[src/rtl/barrel_ctrl.sv]
// Sequential initiator for the 32-bit combinational barrel shifter: decodes requests, waits
// SETTLE cycles, registers the result. Optional flags outputs enabled by BARREL_CTRL_FLAGS_EN.

module barrel (
  input  logic [31:0] data_i,
  input  logic [7:0]  cmd_i,
  output logic [31:0] result_o
);
  logic [4:0] amt;
  logic       right, rot, arith;

  assign amt   = cmd_i[4:0];
  assign right = cmd_i[5];
  assign rot   = cmd_i[6];
  assign arith = cmd_i[7];

  // Five-stage logarithmic mux chain; stage i shifts by 2**i when amt[i] is set.
  always_comb begin
    logic [31:0] s;
    s = data_i;
    for (int i = 0; i < 5; i++) begin
      if (amt[i]) begin
        if (right) begin
          s = (s >> (1 << i)) |
              (rot ? (s << (32 - (1 << i))) :
               (arith && s[31]) ? ~({32{1'b1}} >> (1 << i)) : 32'h0);
        end else begin
          s = (s << (1 << i)) | (rot ? (s >> (32 - (1 << i))) : 32'h0);
        end
      end
    end
    result_o = s;
  end
endmodule

module barrel_ctrl #(
  parameter int unsigned SETTLE = 2,
  parameter int unsigned CNT_W  = 16
) (
  input  logic             clk,
  input  logic             rst,
  input  logic             in_valid,
  output logic             in_ready,
  input  logic [31:0]      in_data,
  input  logic [2:0]       in_op,
  input  logic [4:0]       in_amt,
  output logic             out_valid,
  input  logic             out_ready,
  output logic [31:0]      out_data,
  output logic             out_err,
  output logic [CNT_W-1:0] ops_done
`ifdef BARREL_CTRL_FLAGS_EN
  ,
  output logic             out_zero,
  output logic             out_carry
`endif
);
  typedef enum logic [1:0] {StIdle, StWait, StDone} state_e;

  localparam logic [3:0] CntInit = 4'(SETTLE - 1);

  state_e           state_q, state_d;
  logic [3:0]       cnt_q, cnt_d;
  logic [31:0]      opnd_q, opnd_d;
  logic [7:0]       cmd_q, cmd_d;
  logic [31:0]      out_data_q, out_data_d;
  logic             out_err_q, out_err_d;
  logic [CNT_W-1:0] ops_done_q, ops_done_d;
  logic [31:0]      shift_res;
  logic [7:0]       cmd_enc;
  logic             op_legal;

  barrel u_barrel (
    .data_i  (opnd_q),
    .cmd_i   (cmd_q),
    .result_o(shift_res)
  );

  // Opcode to command byte: cmd[7]=arith, cmd[6]=rotate, cmd[5]=right.
  always_comb begin
    op_legal = 1'b1;
    cmd_enc  = 8'h00;
    case (in_op)
      3'b000:  cmd_enc = {3'b000, in_amt};
      3'b001:  cmd_enc = {3'b001, in_amt};
      3'b010:  cmd_enc = {3'b101, in_amt};
      3'b011:  cmd_enc = {3'b010, in_amt};
      3'b100:  cmd_enc = {3'b011, in_amt};
      default: op_legal = 1'b0;
    endcase
  end

`ifdef BARREL_CTRL_FLAGS_EN
  logic out_zero_q, out_zero_d;
  logic out_carry_q, out_carry_d;
  logic carry_calc;

  always_comb begin
    carry_calc = 1'b0;
    if (cmd_q[4:0] != 5'd0 && !cmd_q[6]) begin
      if (cmd_q[5]) carry_calc = opnd_q[cmd_q[4:0] - 5'd1];
      else          carry_calc = opnd_q[5'(6'd32 - {1'b0, cmd_q[4:0]})];
    end
  end

  assign out_zero  = out_zero_q;
  assign out_carry = out_carry_q;
`endif

  always_comb begin
    state_d    = state_q;
    cnt_d      = cnt_q;
    opnd_d     = opnd_q;
    cmd_d      = cmd_q;
    out_data_d = out_data_q;
    out_err_d  = out_err_q;
    ops_done_d = ops_done_q;
    in_ready   = 1'b0;
    out_valid  = 1'b0;
`ifdef BARREL_CTRL_FLAGS_EN
    out_zero_d  = out_zero_q;
    out_carry_d = out_carry_q;
`endif
    unique case (state_q)
      StIdle: begin
        in_ready = 1'b1;
        if (in_valid) begin
          opnd_d = in_data;
          cmd_d  = cmd_enc;
          if (op_legal) begin
            cnt_d   = CntInit;
            state_d = StWait;
          end else begin
            out_data_d = 32'h0;
            out_err_d  = 1'b1;
            state_d    = StDone;
`ifdef BARREL_CTRL_FLAGS_EN
            out_zero_d  = 1'b1;
            out_carry_d = 1'b0;
`endif
          end
        end
      end
      StWait: begin
        if (cnt_q == 4'd0) begin
          out_data_d = shift_res;
          out_err_d  = 1'b0;
          state_d    = StDone;
`ifdef BARREL_CTRL_FLAGS_EN
          out_zero_d  = (shift_res == 32'h0);
          out_carry_d = carry_calc;
`endif
        end else begin
          cnt_d = cnt_q - 4'd1;
        end
      end
      StDone: begin
        out_valid = 1'b1;
        if (out_ready) begin
          ops_done_d = ops_done_q + 1'b1;
          state_d    = StIdle;
        end
      end
      default: state_d = StIdle;
    endcase
  end

  always_ff @(posedge clk or posedge rst) begin
    if (rst) begin
      state_q    <= StIdle;
      cnt_q      <= 4'd0;
      opnd_q     <= 32'h0;
      cmd_q      <= 8'h00;
      out_data_q <= 32'h0;
      out_err_q  <= 1'b0;
      ops_done_q <= '0;
`ifdef BARREL_CTRL_FLAGS_EN
      out_zero_q  <= 1'b0;
      out_carry_q <= 1'b0;
`endif
    end else begin
      state_q    <= state_d;
      cnt_q      <= cnt_d;
      opnd_q     <= opnd_d;
      cmd_q      <= cmd_d;
      out_data_q <= out_data_d;
      out_err_q  <= out_err_d;
      ops_done_q <= ops_done_d;
`ifdef BARREL_CTRL_FLAGS_EN
      out_zero_q  <= out_zero_d;
      out_carry_q <= out_carry_d;
`endif
    end
  end

  assign out_data = out_data_q;
  assign out_err  = out_err_q;
  assign ops_done = ops_done_q;
endmodule

[config.mk]
export PLATFORM = sky130hd
export DESIGN_NAME = barrel_ctrl
export DESIGN_NICKNAME = d
export VERILOG_FILES = /design/src/rtl/barrel_ctrl.sv
export SDC_FILE = /design/constraint.sdc
export NUM_CORES = 1
export LEC_CHECK = 0
export CAP_MARGIN = 40
export CELL_PAD_IN_SITES_DETAIL_PLACEMENT = 1
export CELL_PAD_IN_SITES_GLOBAL_PLACEMENT = 2
export CORE_AREA = 3 3 156 158
export CTS_CLUSTER_DIAMETER = 50
export DETAILED_ROUTE_END_ITERATION = 6
export DIE_AREA = 0 0 159 161
export PLACE_DENSITY_LB_ADDON = 0.1
export SYNTH_ARGS = -nofsm -noshare
export SYNTH_HDL_FRONTEND = slang
export SYNTH_SLANG_ARGS = --single-unit
[constraint.sdc]
create_clock -name clk -period 10.6 [get_ports clk]
set_input_delay 3.18 -clock clk [delete_from_list [all_inputs] [get_ports clk]]
set_output_delay 3.18 -clock clk [all_outputs]
set_load 0.03 [all_outputs]
* Word level (Yosys, flattened, before mapping)
Index checks and enable logic that the tools add are counted.
** Word-level totals
- Bits of input ports :: 44
- Output and inout port bits :: 51
- Flip-flop bits (word level) :: 95
** Cells by class
- Mux-type cells :: 46
- Add/sub/neg operators :: 2
- Reductions and logical operators :: 15
- Bitwise gates (word level) :: 10
- Equal/unequal tests :: 12
** Operators by type and width (count)
- $mux W32 :: 23
- $or A32 B32 Y32 :: 4
- $pmux W32 S2 :: 1
- $pmux W8 S5 :: 1
- $or A16 B32 Y32 :: 1
- $or A24 B32 Y32 :: 1
- $or A28 B32 Y32 :: 1
- $or A30 B32 Y32 :: 1
- $or A31 B32 Y32 :: 1
- $or A32 B16 Y32 :: 1
- $add A16 B1 Y16 const B :: 1
- $mux W16 :: 1
- $mux W4 :: 4
- $ne A2 B2 Y1 const B :: 6
- $mux W2 :: 5
- $mux W8 :: 1
- $pmux W4 S2 :: 1
- $reduce_and A4 Y1 :: 2
- $mux W1 :: 7
- $eq A3 B2 Y1 const B :: 2
- $pmux W2 S3 :: 1
- $logic_and A1 B1 Y1 :: 5
- $reduce_or A5 Y1 :: 1
- $logic_not A4 Y1 :: 1
- other kinds (11) :: 12

* Longest topological paths before layout
- Depth after elaboration :: 32
- Mapped depth :: 11

* By module
From an unflattened synthesis, not the netlist that was laid out.
** Second synthesis, totals
- Cells, all modules :: 1034
- Area, all modules :: 8569.5 um2
** By module, submodules not included
- barrel :: cells each 696, area an instance 4723.3 um2, times used 1, seq. area each 0.0 um2
- barrel_ctrl :: cells each 338, area an instance 3846.2 um2, times used 1, seq. area each 2377.3 um2

* Worst setup path before layout
OpenSTA, ideal clock, no wires.
- Path type :: in2reg
- Start point :: input in_valid
- End point :: register out_data_q[2] (netlist: out_data[2])
- Required time :: 10.533 ns
- Arrival time :: 4.459 ns
- Setup slack :: 6.074 ns
- Stages :: 7
- Setup time :: 0.067 ns
- Cell sequence :: and2_1 -> clkbuf_1 -> o22ai_1 -> clkbuf_1 -> clkbuf_1 -> a22oi_1 -> nand2_1
** Between the ends
- Word-level cells in the longest chain between the ends :: 2
** RTL lines
- start, declared :: line 42 : input logic in_valid,
- $ne A2 B2 Y1 (no line)
- $reduce_and A4 Y1 (no line)
- end signal, assigned :: line 186 : out_data_q <= out_data_d;
- end, declared :: line 66 : logic [31:0] out_data_q, out_data_d;
Every way passes these cells.
A chain may end at the register's enable or synchronous reset.

* Worst setup path after layout
- Start point :: input in_op[0]
- End point :: register out_data_q[20] (netlist: out_data[20])
** Between the ends
- Word-level cells in the longest chain between the ends :: 5
** RTL lines
- start, declared :: line 45 : input logic [2:0] in_op,
- $eq A3 B3 Y1, or another cell as far along :: line 83 : case (in_op)
- $reduce_or A5 Y1 (no line) (*)
- $mux W1 (*) :: line 83
- $ne A2 B2 Y1 (no line) (*)
- $reduce_and A4 Y1 (no line) (*)
Mark *: on every way between the ends. The rest lies on a longest branch, timed or not.

==> out/summary.txt <==
FP Rows: 56
fin util: 0.421
average wire per cell in the routed design: 24.9 µm
gpl congestion: 0.957
Synth Area in Adders: 0.00442
r2r endpoint: out_data[8]
Starting Density: 0.365
Num CTS Buffers: 9
die width: 159 µm
Post-Syn Nets: 1128
initial antenna violation count: 0
final clock skew: 0.0106 ns
Synth Area in Simple Gates: 0.193
CTS clk-pin slew, worst paths: 0.08 ns
top post-synthesis cells by area: dfrtp_1 28%, mux2i_1 8.5%, nand2_1 7.5%, nor2_1 5.3%, o21ai_0 3.9%
Place WS: 5.15 ns
Post-synth EDFFs: 0
DRC Markers: 0
unrepaired setup endpoints after global routing: no
ANT cells: 0
vias in the first global route: 8937
WS Path Type: input port to flip-flop
Main synth FF type: dfrtp_1
Mapped Area: 8490 µm²
vias after detailed routing: 8789
max frequency: 197 MHz
Pre-antenna DRT Iters: 5
# clock sinks: 95
YS warnings: 0
Nets: 1144
Hold Violations, Final: 0
H-Tree Depth: 3
pin count of the biggest net entering global routing: 78
Skew-Pair Late Insertion Delay: 0.37 ns
post-detail-place hpwl: 25.6 mm
Yosys cell types: 81
Required @ worst endpoint: 10.84 ns
CP Launch Type: input port
Die H: 161 µm
clock tree buffer depth: 2
Fillers: 2869
CTS tree: built
main combinational cell family by area after synthesis: compound AO/OA/AOI/OAI gates
Final WS setup: 5.53 ns
core area: 23300 µm²
Final period util: 0.479
endpoints failing setup: 0
Synth area leader: dfrtp_1
status: complete, no violations
Worst Reg-to-Reg Cells: 8
CP endpoint kind: flip-flop
LEAKAGE: 3.77 nW
cells after synthesis: 1081
Final ANT Viol Nets: 0
initial DRC count: 899
routed wire length: 35.4 mm
GRT Util Overall: 0.270
mux share of post-synthesis cell area: 0.114
most frequent cell after synthesis: nand2_1
max_slew headroom: 0.370
Crit Reg-Reg Startpoint: cmd_q[5]
final worst path period need: 5.07 ns
critical path arrival: 5.32 ns
grt ovf: 0
Pins Over Slew Limit: 0
final setup TNS: 0 ns
min-delay worst type: flip-flop to flip-flop
Via density: 6.19
sequential share of the synthesized area: 0.280
port bufs: 94
reg2reg setup slack: 6.77 ns
CTS Root Cell: clkbuf_16
post-CTS sizing: 0
io pins: 95
first-pass GRT wire length: 54.4 mm
Setup crit end: out_data[20]
largest fanout on the critical path: 39
Cell Pwr Density: 394 nW/µm²
Post-synth top cells: 170 x nand2_1, 119 x nor2_1, 95 x dfrtp_1, 72 x mux2i_1, 67 x o21ai_0
Yosys reg bits: 95
syn avg cell area: 7.85 µm²
Yosys top cell area share: 0.280
P&R area growth vs syn: 15.4%
worst setup path start: in_op[0]
Setup Buffers After CTS: 0
Peak VDD IR: 0.134 mV
Synth Area in Compound Gates: 0.316
max cap viols: 0
Async S/R FF share, synth: 1.00
Post-Synth XOR/XNOR Area: 0.0186
Die ar.: 25600 µm²
share of cells above drive strength 1: 0.0817
Worst-Margin Slew: 0.939 ns
# hold bufs at CTS: 0
## layer usage
| layer | up-vias | routed length (µm) | GRT usage | part of all wire |
|---|---|---|---|---|
| met5 | - | 0 | 0 | 0 |
| met4 | 0 | 1350 | 0.0999 | 0.038 |
| met3 | 65 | 1880 | 0.0372 | 0.053 |
| met2 | 300 | 16300 | 0.436 | 0.46 |
| met1 | 4380 | 15800 | 0.371 | 0.45 |
| li1 | 4044 | - | - | - |
## state kept, by name (all words and copies together) (netlist names)
| name | count |
|---|---|
| cmd_q | 8 |
| opnd_q | 32 |
| out_data | 32 |
| out_err | 1 |
| state_q | 2 |
| cnt_q | 4 |
| ops_done | 16 |
## cell type report
class	count	area, µm²	area share
Clock buffer	9	225	0.0230
Multi-Input combinational cell	861	5490	0.561
Tap cell	319	399	0.0407
Timing Repair Buffer	116	1140	0.116
Clock inverter	7	97.6	0.00996
Sequential cell	95	2390	0.244
Inverter	14	55.1	0.00562
## worst max-delay path, stage by stage
cell and delay [ns]:
clkdlybuf4s50_1 0.53, nor2_1 0.08, nor2b_1 0.40, o22ai_2 0.16, buf_4 0.30, a21oi_1 0.19, o31ai_1 0.10, a221oi_1 0.27
a211oi_1 0.08
## placed cells by master, fill, tap and decap left out, drive strengths merged, types with 22 or more instances in the layout
cell type      instances
buf                   22
nand2                170
mux2i                 72
clkdlybuf4s50         94
dfrtp                 95
o22ai                 24
o21ai                 69
a21oi                 49
nor2                 119
nor3                  37
a211oi                55
## cells by family (layout without fill, tap and decap cells)
kind of cell | count (synthesis) | in the layout
and+or+nand+nor | 384 | 384
AOI/OAI and AO/OA | 367 | 367
buffers and inverters | 125 | 146
DFF | 95 | 95
muxes | 89 | 89
xor gates and xnor gates | 18 | 18
adders and majority gates | 3 | 3
## worst min-delay path by stage
stage                       startpoint      endpoint  slack, ns  cells after the start
after floorplan               cnt_q[1]      cnt_q[1]       0.47                      2
after global placement     out_data[3]   out_data[3]       0.47                      1
after detailed placement  ops_done[15]  ops_done[15]       0.46                      1
after CTS                 ops_done[15]  ops_done[15]       0.48                      1
after global routing      ops_done[15]  ops_done[15]       0.51                      1
final                     ops_done[15]  ops_done[15]       0.48                      1
## report_power, final
part	internal (mW)	switching, mW	total (mW)
clock network	0.191	0.174	0.365
registers	0.499	0.308	0.807
logic	0.921	1.77	2.69
## per-stage QoR
stage	power (mW)	cell area (µm²)	hold WS [ns]	instances
2_1_floorplan	2.57	8490	0.471	1081
3_3_place_gp	3.41	9410	0.467	1401
3_5_place_dp	3.44	9480	0.456	1405
4_1_cts	3.82	9800	0.479	1421
5_1_grt	4.10	9800	0.508	1421
6_report	3.86	9800	0.477	1421
No activity file was read; power rests on OpenSTA's default activity.
